## config.mk

```make
export PLATFORM = sky130hd
export DESIGN_NAME = pipe_ctrl
export DESIGN_NICKNAME = d
export VERILOG_FILES = /design/src/rtl/mips32_pkg.sv /design/src/rtl/hazard_detect.sv /design/src/rtl/pipe_ctrl.sv
export SDC_FILE = /design/constraint.sdc
export NUM_CORES = 1
export LEC_CHECK = 0
export CAP_MARGIN = 20
export CORE_UTILIZATION = 41
export CTS_CLUSTER_SIZE = 40
export DETAILED_ROUTE_END_ITERATION = 10
export HOLD_SLACK_MARGIN = 0.06
export PLACE_DENSITY = 0.94
export SLEW_MARGIN = 10
export SYNTH_ARGS = -nofsm -noshare
export SYNTH_HDL_FRONTEND = slang
export SYNTH_SLANG_ARGS = --single-unit
```

## constraint.sdc

```tcl
create_clock -name clk -period 4.6 [get_ports clk]
set_input_delay 1.15 -clock clk [delete_from_list [all_inputs] [get_ports clk]]
set_output_delay 1.15 -clock clk [all_outputs]
set_load 0.05 [all_outputs]
```

## src/rtl/mips32_pkg.sv

```systemverilog
// Shared MIPS32 definitions: opcodes, the NOP encoding, sequencer states and
// a register-read decoder used by hazard detection.
package mips32_pkg;

    localparam logic [5:0] OpAdd   = 6'b000000;
    localparam logic [5:0] OpSub   = 6'b000001;
    localparam logic [5:0] OpAnd   = 6'b000010;
    localparam logic [5:0] OpOr    = 6'b000011;
    localparam logic [5:0] OpSlt   = 6'b000100;
    localparam logic [5:0] OpMul   = 6'b000101;
    localparam logic [5:0] OpAddi  = 6'b010000;
    localparam logic [5:0] OpSubi  = 6'b010001;
    localparam logic [5:0] OpAndi  = 6'b010010;
    localparam logic [5:0] OpOri   = 6'b010011;
    localparam logic [5:0] OpSlti  = 6'b010100;
    localparam logic [5:0] OpMuli  = 6'b010101;
    localparam logic [5:0] OpLw    = 6'b110000;
    localparam logic [5:0] OpSw    = 6'b110001;
    localparam logic [5:0] OpBneqz = 6'b110100;
    localparam logic [5:0] OpBeqz  = 6'b110101;
    localparam logic [5:0] OpHlt   = 6'b111111;

    localparam logic [31:0] Nop = 32'h0000_0000;

    typedef enum logic [2:0] {
        StIdle,
        StRun,
        StMul,
        StDrain,
        StHalted
    } ctrl_state_e;

    // True when instruction ir sources register r as an operand.
    function automatic logic reads_reg(input logic [31:0] ir, input logic [4:0] r);
        logic [5:0] op;
        logic       rs_hit;
        logic       rt_hit;
        op     = ir[31:26];
        rs_hit = (ir[25:21] == r);
        rt_hit = (ir[20:16] == r);
        case (op)
            OpAdd, OpSub, OpAnd, OpOr, OpSlt, OpMul:          reads_reg = rs_hit | rt_hit;
            OpAddi, OpSubi, OpAndi, OpOri, OpSlti, OpMuli:    reads_reg = rs_hit;
            OpLw, OpBneqz, OpBeqz:                            reads_reg = rs_hit;
            OpSw:                                             reads_reg = rs_hit | rt_hit;
            default:                                          reads_reg = 1'b0;
        endcase
    endfunction

endpackage

```

## src/rtl/hazard_detect.sv

```systemverilog
// Combinational hazard classification of the instructions sitting in ID and EX.
module hazard_detect
    import mips32_pkg::*;
(
    input  logic [31:0] ir_if_id_i,
    input  logic [31:0] ir_id_ex_i,
    input  logic        cond_ex_i,
    output logic        load_use_o,
    output logic        branch_taken_o,
    output logic        mul_in_ex_o,
    output logic        hlt_in_id_o
);

    logic [5:0] op_id;
    logic [5:0] op_ex;
    logic [4:0] rt_ex;

    assign op_id = ir_if_id_i[31:26];
    assign op_ex = ir_id_ex_i[31:26];
    assign rt_ex = ir_id_ex_i[20:16];

    // r0 is hardwired to zero, so a load into it never creates a dependency.
    assign load_use_o     = (op_ex == OpLw) && (rt_ex != 5'd0) && reads_reg(ir_if_id_i, rt_ex);
    assign branch_taken_o = ((op_ex == OpBneqz) || (op_ex == OpBeqz)) && cond_ex_i;
    assign mul_in_ex_o    = (op_ex == OpMul);
    assign hlt_in_id_o    = (op_id == OpHlt);

endmodule

```

## src/rtl/pipe_ctrl.sv

```systemverilog
// Pipeline sequencer: stage enables/flushes, branch select, MUL occupancy and
// HLT drain-to-halt for the 5-stage MIPS32 core.
module pipe_ctrl
    import mips32_pkg::*;
#(
    parameter int unsigned MUL_LAT      = 3,
    parameter int unsigned DRAIN_CYCLES = 3
) (
    input  logic        clk,
    input  logic        rst_n,
    input  logic        start,
    input  logic [31:0] IR_if_id,
    input  logic [31:0] IR_id_ex,
    input  logic        cond_ex,
    output logic        pc_en,
    output logic        pc_sel_br,
    output logic        if_id_en,
    output logic        if_id_flush,
    output logic        id_ex_en,
    output logic        id_ex_flush,
    output logic        ex_mem_en,
    output logic        ex_mem_flush,
    output logic        mem_wb_en,
    output logic        halted,
    output logic [15:0] stall_count
);

    localparam int unsigned CntMax = (MUL_LAT > DRAIN_CYCLES) ? MUL_LAT : DRAIN_CYCLES;
    localparam int unsigned CntW   = (CntMax > 1) ? $clog2(CntMax) : 1;

    ctrl_state_e     state_q, state_d;
    logic [CntW-1:0] cnt_q, cnt_d;
    logic [15:0]     stall_count_q, stall_count_d;

    logic load_use;
    logic branch_taken;
    logic mul_in_ex;
    logic hlt_in_id;

    hazard_detect u_hazard_detect (
        .ir_if_id_i     (IR_if_id),
        .ir_id_ex_i     (IR_id_ex),
        .cond_ex_i      (cond_ex),
        .load_use_o     (load_use),
        .branch_taken_o (branch_taken),
        .mul_in_ex_o    (mul_in_ex),
        .hlt_in_id_o    (hlt_in_id)
    );

    always_comb begin
        state_d      = state_q;
        cnt_d        = cnt_q;
        pc_en        = 1'b0;
        pc_sel_br    = 1'b0;
        if_id_en     = 1'b0;
        if_id_flush  = 1'b0;
        id_ex_en     = 1'b0;
        id_ex_flush  = 1'b0;
        ex_mem_en    = 1'b0;
        ex_mem_flush = 1'b0;
        mem_wb_en    = 1'b0;
        halted       = 1'b0;

        unique case (state_q)
            StIdle: begin
                if (start) state_d = StRun;
            end
            StRun: begin
                pc_en     = 1'b1;
                if_id_en  = 1'b1;
                id_ex_en  = 1'b1;
                ex_mem_en = 1'b1;
                mem_wb_en = 1'b1;
                if (mul_in_ex && (MUL_LAT > 1)) begin
                    // Freeze front end; bubble into MEM while EX is busy.
                    pc_en        = 1'b0;
                    if_id_en     = 1'b0;
                    id_ex_en     = 1'b0;
                    ex_mem_flush = 1'b1;
                    cnt_d        = CntW'(MUL_LAT - 2);
                    state_d      = StMul;
                end else if (branch_taken) begin
                    pc_sel_br   = 1'b1;
                    if_id_flush = 1'b1;
                    id_ex_flush = 1'b1;
                end else if (load_use) begin
                    pc_en       = 1'b0;
                    if_id_en    = 1'b0;
                    id_ex_flush = 1'b1;
                end else if (hlt_in_id) begin
                    pc_en       = 1'b0;
                    if_id_flush = 1'b1;
                    cnt_d       = CntW'(DRAIN_CYCLES - 1);
                    state_d     = StDrain;
                end
            end
            StMul: begin
                ex_mem_en = 1'b1;
                mem_wb_en = 1'b1;
                if (cnt_q != '0) begin
                    ex_mem_flush = 1'b1;
                    cnt_d        = cnt_q - CntW'(1);
                end else begin
                    pc_en    = 1'b1;
                    if_id_en = 1'b1;
                    id_ex_en = 1'b1;
                    state_d  = StRun;
                end
            end
            StDrain: begin
                if_id_en    = 1'b1;
                if_id_flush = 1'b1;
                id_ex_en    = 1'b1;
                ex_mem_en   = 1'b1;
                mem_wb_en   = 1'b1;
                if (cnt_q == '0) begin
                    state_d = StHalted;
                end else begin
                    cnt_d = cnt_q - CntW'(1);
                end
            end
            StHalted: begin
                halted = 1'b1;
            end
            default: begin
                state_d = StIdle;
            end
        endcase
    end

    always_comb begin
        stall_count_d = stall_count_q;
        if (((state_q == StRun) || (state_q == StMul)) && !pc_en &&
            (stall_count_q != 16'hFFFF)) begin
            stall_count_d = stall_count_q + 16'd1;
        end
    end

    always_ff @(posedge clk or negedge rst_n) begin
        if (!rst_n) begin
            state_q       <= StIdle;
            cnt_q         <= '0;
            stall_count_q <= '0;
        end else begin
            state_q       <= state_d;
            cnt_q         <= cnt_d;
            stall_count_q <= stall_count_d;
        end
    end

    assign stall_count = stall_count_q;

endmodule
```

==> results.yml, run 1 <==
pwr:
  combPwrFrac_pct: 58.4
  p_sw_share_pct: 48.21
  internal_power_w: 0.0004796
  power.total_w: 0.0009260
  p_leak_nw: 0.9487
  power.density_nw_per_um2: 414.4
  ir_drop_v: 0.0003394
  power_frac_clock_pct: 13.6
  seqPwrFrac_pct: 28.0
  p_switching_w: 0.0004464
timing:
  fin_skew_ns: 0.001993
  hold_ws_ns: 0.4959
  fin_crit_sh_pct: 90.88
  setup_viol: 0
  rsz0062_at_grt: "no"
  period_needed_ns: 4.180
  slew-limit-headroom_pct: 37.35
  finalHoldViolCount: 0
  final_max_slew_viol_count: 0
  timing.fmax_ghz: 0.2392
  fin_ws_ns: 0.4195
  fin_setup_tns_ns: 0
  tightest_slew_ns: 0.9368
floorplanning:
  die_h_um: 63.72
  core_area_um2: 3661
  fp.dieArea_um2: 4060
  die_w_um: 63.72
  initial_core_util_pct: 42.65
  core.rowCount: 22
  io_pins: 94
run_status:
  status: "completed"
cts:
  post_cts_buffers: 0
  clkTransAtPathRegs_ns: 0.08
  htree_levels: 1
  hold_buffers: 0
  cts_root_buf: "clkbuf_8"
  cts_buffers: 3
  cts_tree: "built"
  insertion_delay_ns: 0.27
  cts_resized: 0
  cts_buffer_depth: 2
  cts_sinks: 21
critical_path:
  crit_path_start_kind: "input port"
  crit_required_ns: 3.45
  endpoint_kind: "output pin"
  arrival_ns: 3.03
  crit_type: "in2out"
  crit_fanout: 4
layout:
  drive_above_1_share_pct: 15.67
  final_cells: 265
  n_antenna_cell: 0
  area_growth_pct: 43.11
  finalNetCount: 288
synthesis:
  synth_top_family_by_area: "compound AO/OA/AOI/OAI gates"
  netlist_top_cells_area: "dfrtp_1 34%, xor2_1 11%, a2111oi_2 6.7%, a21oi_1 3.8%, nand3_1 3.5%"
  syn-num-nets: 231
  ys_async_sr_fraction_pct: 100.0
  ys.warnings.count: 0
  synth_top_area_share_pct: 33.65
  yosys.area_share.simple_pct: 22.84
  synth_edf_count: 0
  synth_xor_area_share_pct: 14.02
  synthMuxAreaShare_pct: 0.7212
  synth_compound_area_share_pct: 22.92
  ys_seq_area_share_pct: 33.65
  syn_area_um2: 1561
  synthTopCellsByCount: "21 x dfrtp_1, 20 x xor2_1, 12 x a21oi_1"
  synthCells: 161
  synth_area_per_cell_um2: 9.699
  synth_cell_types: 43
  synth_largest_area_cell: "dfrtp_1"
  synth_most_common_cell: "dfrtp_1"
  synthAdderAreaFrac_pct: 1.603
  ys.flop_type: "dfrtp_1"
  ys_ff_latch: 21
grt:
  overflow: 0
  grt_pass1_vias: 1403
  grt.total_usage_pct: 19.75
  grt_pass1_wl_mm: 6.210
  grt_max_degree: 22
  antenna_found_initial: 0
place:
  pre_cts_slack_ns: 0.4154
  gp_congestion: 0.8260
  io_buffers: 56
  dp.cells: 261
  dpl.hpwl_mm: 2.853
routing:
  drt-total-wl_mm: 3.776
  firstDrtPassIters: 4
  detail_route.wl_per_cell_um: 14.25
  drc: 0
  drt-initial-drc-count: 41
  viasPerCell: 5.509
  vias: 1460
  drtAntennaViolNets: 0
worst_hold_path:
  hp-class: "reg2reg"
flow_run:
  cap_violations: 0
-- cell families after synthesis --
kind of cell / Yosys count
and+or+nand+nor: 61
xor gates and xnor gates: 25
adders and majority gates: 2
muxes: 1
buffers and inverters: 11
DFF: 21
AOI/OAI and AO/OA: 40
-- per-stage QoR --
stage                     area (µm²)  util [%]
after floorplan                 1562         -
after global placement          2188     59.77
after detailed placement        2188     59.77
after CTS                       2235     61.04
after global routing            2235     61.04
final                           2235     61.04
-- critical path: stages --
cell and delay, ns:
clkdlybuf4s50_1 0.47, or4_1 0.59, o221ai_4 0.25, nand3_1 0.13, o22ai_1 0.26, buf_12 0.18
-- metal layers --
layer	up-vias	share of wire [%]	GRT usage [%]
met2	46	48	33.11
met4	0	2.2	8.807
met5	-	0	0
li1	711	-	-
met1	696	43	24.04
met3	7	7.2	4.167
-- area by class of cell --
type / instances / area [µm²]
inverter: 4 / 15.01
fill: 316 / 1426
sequential: 21 / 525.5
clock inverter: 1 / 5.005
timing repair buffer: 59 / 618.1
tap: 48 / 60.06
multi-input combinational: 129 / 969.7
clock buffer: 3 / 41.29
-- final timing paths --
path | slack (ns) | to | from | cells past startpoint
worst min register to register | 0.50 | stall_count[4] | stall_count[4] | 1
worst min-delay path | 0.50 | stall_count[4] | stall_count[4] | 1
min in group asynchronous | 1.40 | stall_count[8] | rst_n | 1
max in group asynchronous | 2.63 | stall_count[4] | rst_n | 1
worst max-delay path | 0.42 | if_id_flush | IR_id_ex[17] | 6
worst max register to register | 2.47 | stall_count[1] | cnt_q[0] | 8
-- flip-flops by register name (all words and copies together) (netlist names) --
register	flops
state_q	3
cnt_q	2
stall_count	16
-- layout by cell type (no fill, tap or decap), drive strengths merged --
cell and instances:
nand4 4, clkbuf 3, nand2 11, dfrtp 21
a21o 2, buf 9, clkinv 1, a31o 1
mux2 1, a21oi 14, ha 2, o22ai 1
and2 3, nand3 11, and4bb 1, a31oi 1
nor4 3, or4 1, o2111ai 1, clkdlybuf4s50 50
nand2b 6, xnor2 5, xor2 20, a211oi 4
and4 2, a2111oi 7, inv 4, and3 8
o21bai 2, nor4b 1, nor2 9, or2 1
a311o 1, o221ai 1, o21ai 5
-- power by group through the flow --
stage	combinational [W]	sequential (W)	clock (W)
global placement	0.000533	0.000262	0
finish	0.000541	0.000259	0.000126
floorplan	0.000306	0.000328	0
CTS	0.000544	0.000259	0.000128
detailed placement	0.000542	0.000261	0
global route	0.000577	0.000269	0.000138
No activity file was read; power rests on OpenSTA's default activity.
==> run 2: changes to the inputs <==
==> constraint.sdc (replaced) <==
create_clock -name clk -period 4.6 [get_ports clk]
set_input_delay 0.46 -clock clk [delete_from_list [all_inputs] [get_ports clk]]
set_output_delay 0.46 -clock clk [all_outputs]
set_load 0.05 [all_outputs]
==> run 2 against run 1 <==
Compared with the run above: count of clock-buffer cells in the layout grew 1; largest cell class unchanged; critical endpoint unchanged; non-clock buffer count down 2; via count is 2.3% higher; largest power group unchanged; cell count shrank 0.75%; global-route usage up 0.22 points; critical path type unchanged.
==> results.yml, run 2 (synthesis results as in run 1) <==
run_status:
  status: "completed"
floorplanning:
  core.rowCount: 22
  fp.dieArea_um2: 4060
  die_w_um: 63.72
  initial_core_util_pct: 42.65
  die_h_um: 63.72
  io_pins: 94
  core_area_um2: 3661
worst_hold_path:
  hp-class: "in2async"
cts:
  clkTransAtPathRegs_ns: 0.07
  insertion_delay_ns: 0.26
  cts_resized: 0
  cts_sinks: 21
  cts_buffers: 3
  cts_buffer_depth: 2
  hold_buffers: 0
  cts_root_buf: "clkbuf_8"
  post_cts_buffers: 0
  htree_levels: 1
  cts_tree: "built"
place:
  dpl.hpwl_mm: 2.859
  gp_congestion: 0.8297
  io_buffers: 56
timing:
  finalHoldViolCount: 0
  slew-limit-headroom_pct: 44.73
  fin_setup_tns_ns: 0
  setup_viol: 0
  fin_skew_ns: 0.002640
  fin_crit_sh_pct: 81.26
  period_needed_ns: 3.738
  final_max_slew_viol_count: 0
  timing.fmax_ghz: 0.2675
  tightest_slew_ns: 0.8291
  rsz0062_at_grt: "no"
layout:
  n_antenna_cell: 0
  largest_reg_flops: 16
  final_cell_mix: "56 x clkdlybuf4s50_1, 21 x dfrtp_1, 20 x xor2_1"
  final_common_cell: "clkdlybuf4s50_1"
  finalNetCount: 286
  area_growth_pct: 41.11
  drive_above_1_share_pct: 11.63
  final_util_pct: 60.18
routing:
  drt-total-wl_mm: 3.884
  firstDrtPassIters: 4
  drt-initial-drc-count: 46
  detail_route.wl_per_cell_um: 14.77
  drc: 0
  vias: 1494
  viasPerCell: 5.681
  drtAntennaViolNets: 0
critical_path:
  regToRegSetupSlack_ns: 2.30
  crit_type: "in2out"
  max_stage_delay_ns: 0.83
  r2r_start: "state_q[2]"
  crit_path_start_kind: "input port"
  slowest_stage: "clkdlybuf4s50_1"
  arrival_ns: 3.28
  r2r_cells: 5
  crit_required_ns: 4.14
  critPathBufInv: 2
  path_cells: "clkdlybuf4s50_1, or4_1, o221ai_4, nand3_1, o22ai_1, clkdlybuf4s50_1"
  endpoint_kind: "output pin"
  r2r-end: "stall_count[1]"
  crit_top_cell: "clkdlybuf4s50_1"
  path_delay_family: "buffers and inverters"
  crit_fanout: 18
pwr:
  combPwrFrac_pct: 57.3
  seqPwrFrac_pct: 29.1
  p_switching_w: 0.0004383
  p_sw_share_pct: 49.08
  p_leak_nw: 0.9203
  power.density_nw_per_um2: 405.3
  internal_power_w: 0.0004547
  ir_drop_v: 0.0003696
  power_frac_clock_pct: 13.6
grt:
  grt_pass1_wl_mm: 6.534
  overflow: 0
  antenna_found_initial: 0
  grt_max_degree: 22
  grt.total_usage_pct: 19.97
  grt_pass1_vias: 1471
flow_run:
  cap_violations: 0
==> run 2: cell types whose count changed in the layout (fill, tap and decap cells not counted), sizes merged <==
cell / before / now
buf: 9 / 1
clkdlybuf4s50: 50 / 56
clkinv: 1 / 0
clkbuf: 3 / 4
==> run 2: area by class of cell <==
class	count	area, µm²
Clock buffer	4	45.04
Sequential cell	21	525.5
Tap cell	48	60.06
Timing Repair Buffer	57	588.1
Multi-Input combinational cell	129	969.7
Inverter	4	15.01
Fill cell	300	1458
==> run 2: power by group through the flow <==
stage	Sequential [W]	Combinational, W	Clock (W)
after floorplan	0.000328	0.000306	0
after global placement	0.000262	0.000498	0
after detailed placement	0.000262	0.000509	0
after CTS	0.000259	0.000512	0.000121
after global routing	0.000268	0.000549	0.000129
final	0.000260	0.000512	0.000121
==> run 2: worst max-delay path by stage <==
stage                       from          end  slack [ns]  depth (start not counted)
global route        IR_id_ex[19]  if_id_flush        0.71                          6
CTS                 IR_id_ex[19]  if_id_flush        0.84                          6
detailed placement  IR_id_ex[19]  if_id_flush        0.84                          6
finish              IR_id_ex[19]  if_id_flush        0.86                          6
floorplan           IR_id_ex[17]  if_id_flush        1.59                          5
global placement    IR_id_ex[17]  if_id_flush        0.87                          6
==> run 2: stage by stage <==
stage	instance area [µm²]	setup slack, ns	instances	hold WS [ns]	total power [W]
finish	2203	0.8621	263	0.4593	0.0008930
global route	2203	0.7125	263	0.4776	0.0009463
CTS	2176	0.8394	262	0.4980	0.0008918
detailed placement	2131	0.8403	258	0.4730	0.0007705
global placement	2131	0.8659	258	0.4764	0.0007593
floorplan	1562	1.589	161	0.1644	0.0006334
==> run 2: worst register-to-register path, stage by stage, from the launching register on <==
cell	delay [ns]
dfrtp_1	0.50
nand2b_1	0.23
nor2_1	0.20
and3_1	0.74
a21oi_2	0.17
mux2_1	0.34
==> run 2: per-layer routing <==
layer / share of wire [%] / vias to the layer above / track usage [%]
met4: 0.67 / 0 / 7.102
met3: 7.7 / 4 / 3.986
met5: 0 / - / 0
met1: 42 / 729 / 23.79
met2: 49 / 58 / 35.11
li1: - / 703 / -
==> run 3: changes to the inputs <==
--- a/config.mk
+++ b/config.mk
@@ -6,11 +6,11 @@
 export NUM_CORES = 1
 export LEC_CHECK = 0
 export CAP_MARGIN = 20
-export CORE_UTILIZATION = 41
+export CORE_UTILIZATION = 38
 export CTS_CLUSTER_SIZE = 40
 export DETAILED_ROUTE_END_ITERATION = 10
 export HOLD_SLACK_MARGIN = 0.06
-export PLACE_DENSITY = 0.94
+export PLACE_DENSITY = 0.89
 export SLEW_MARGIN = 10
 export SYNTH_ARGS = -nofsm -noshare
 export SYNTH_HDL_FRONTEND = slang
==> constraint.sdc (replaced) <==
create_clock -name clk -period 3.8 [get_ports clk]
set_input_delay 0.38 -clock clk [delete_from_list [all_inputs] [get_ports clk]]
set_output_delay 0.38 -clock clk [all_outputs]
set_load 0.05 [all_outputs]
==> run 3 against run 2 <==
Compared with the run above: register-to-register slack got worse by 0.82 ns; combinational power rose by 20%; cell count unchanged; via count down 2.6%; critical path type unchanged; critical endpoint is now id_ex_flush; largest power group unchanged.
==> results.yml, run 3 (synthesis results as in run 1) <==
timing:
  tightest_slew_ns: 0.9387
  fin_crit_sh_pct: 81.97
  period_needed_ns: 3.115
  final_max_slew_viol_count: 0
  fin_skew_ns: 0.002140
  timing.fmax_ghz: 0.3210
  slew-limit-headroom_pct: 37.22
  setup_viol: 0
  fin_setup_tns_ns: 0
  finalHoldViolCount: 0
  fin_ws_ns: 0.6851
  rsz0062_at_grt: "no"
routing:
  drc: 0
  vias: 1455
  viasPerCell: 5.532
  drt-total-wl_mm: 3.692
  drt-initial-drc-count: 92
  drtAntennaViolNets: 0
  firstDrtPassIters: 4
  detail_route.wl_per_cell_um: 14.04
place:
  pre_cts_slack_ns: 0.6882
  gp_congestion: 0.8105
  io_buffers: 56
  dpl.hpwl_mm: 2.718
layout:
  n_fill_cell: 333
  finalNetCount: 286
  final_cell_mix: "54 x clkdlybuf4s50_1, 21 x dfrtp_1, 20 x xor2_1"
  drive_above_1_share_pct: 13.02
  n_antenna_cell: 0
  final_common_cell: "clkdlybuf4s50_1"
  area_growth_pct: 39.58
  largest_reg_flops: 16
cts:
  cts_root_buf: "clkbuf_8"
  insertion_delay_ns: 0.26
  cts_sinks: 21
  htree_levels: 1
  clkTransAtPathRegs_ns: 0.08
  hold_buffers: 0
  cts_tree: "built"
  cts_buffer_depth: 2
  cts_buffers: 3
  cts_resized: 0
  post_cts_buffers: 0
critical_path:
  crit_fanout: 3
  arrival_ns: 2.73
  crit_required_ns: 3.42
  crit_path_start_kind: "input port"
  r2r_cells: 5
  endpoint_kind: "output pin"
  crit_type: "in2out"
grt:
  use_met3_pct: 2.759
  overflow: 0
  top_usage_layer: "met2"
  grt_max_degree: 22
  grt.total_usage_pct: 17.22
  grt_pass1_wl_mm: 5.954
  use_met2_pct: 30.74
  antenna_found_initial: 0
  grt_use_met1_pct: 21.50
  grt_pass1_vias: 1354
floorplanning:
  core_area_um2: 3799
  core.rowCount: 22
  io_pins: 94
  die_w_um: 66.11
  initial_core_util_pct: 41.11
  die_h_um: 66.11
  fp.dieArea_um2: 4370
pwr:
  p_leak_nw: 0.9167
  power.density_nw_per_um2: 492.4
  ir_drop_v: 0.0005372
flow_run:
  cap_violations: 0
worst_hold_path:
  hp-class: "reg2reg"
  hold_path_depth: 1
run_status:
  status: "completed"
-- run 3: cell types whose count changed in the layout (fill, tap and decap cells not counted), sizes merged --
| cell | previous run | this run |
|---|---|---|
| buf | 1 | 3 |
| clkbuf | 4 | 3 |
| clkinv | 0 | 1 |
| clkdlybuf4s50 | 56 | 54 |
-- run 3: layout make-up --
cell class,instances,area [µm²],area share [%]
sequential,21,525.5,24.11
inverter,4,15.01,0.6889
timing repair buffer,57,563.0,25.83
tap,48,60.06,2.755
clock buffer,3,41.29,1.894
multi-input combinational,129,969.7,44.49
clock inverter,1,5.005,0.2296
-- run 3: metal layers --
metal	routed length (µm)	part of all wire, %	up-vias
met5	0	0	-
met4	21	0.57	0
met3	346	9.4	2
met2	1657	45	65
met1	1667	45	686
li1	-	-	702
-- run 3: stage by stage --
step	area [µm²]	hold slack (ns)	utilization, %	power (W)	std cells
2_1_floorplan	1562	0.08441	-	0.0007667	161
3_3_place_gp	2133	0.4753	56.16	0.0009151	259
3_5_place_dp	2133	0.4802	56.16	0.0009277	259
4_1_cts	2180	0.4943	57.38	0.001078	263
5_1_grt	2180	0.5252	57.38	0.001137	263
6_report	2180	0.4999	57.38	0.001073	263
-- run 3: path summary, 6_finish.rpt --
path	start	to	slack, ns
min in group asynchronous	rst_n	state_q[2]	0.64
worst max-delay path	IR_id_ex[16]	id_ex_flush	0.69
worst min-delay path	stall_count[4]	stall_count[4]	0.50
max in group asynchronous	rst_n	stall_count[10]	2.59
worst max register to register	state_q[2]	stall_count[1]	1.48
worst min register to register	stall_count[4]	stall_count[4]	0.50
-- run 3: critical path, cell delays in order --
cell             delay, ns
clkdlybuf4s50_1       0.59
xnor2_1               0.15
nand3_1               0.11
nor4_2                0.35
o221ai_4              0.16
o21bai_1              0.18
clkdlybuf4s50_1       0.82
-- run 3: report_power, final --
group          total (W)  switching, W  internal, W
Sequential      0.000315     0.0000507     0.000264
Combinational   0.000613      0.000407     0.000206
Clock           0.000146     0.0000730    0.0000731
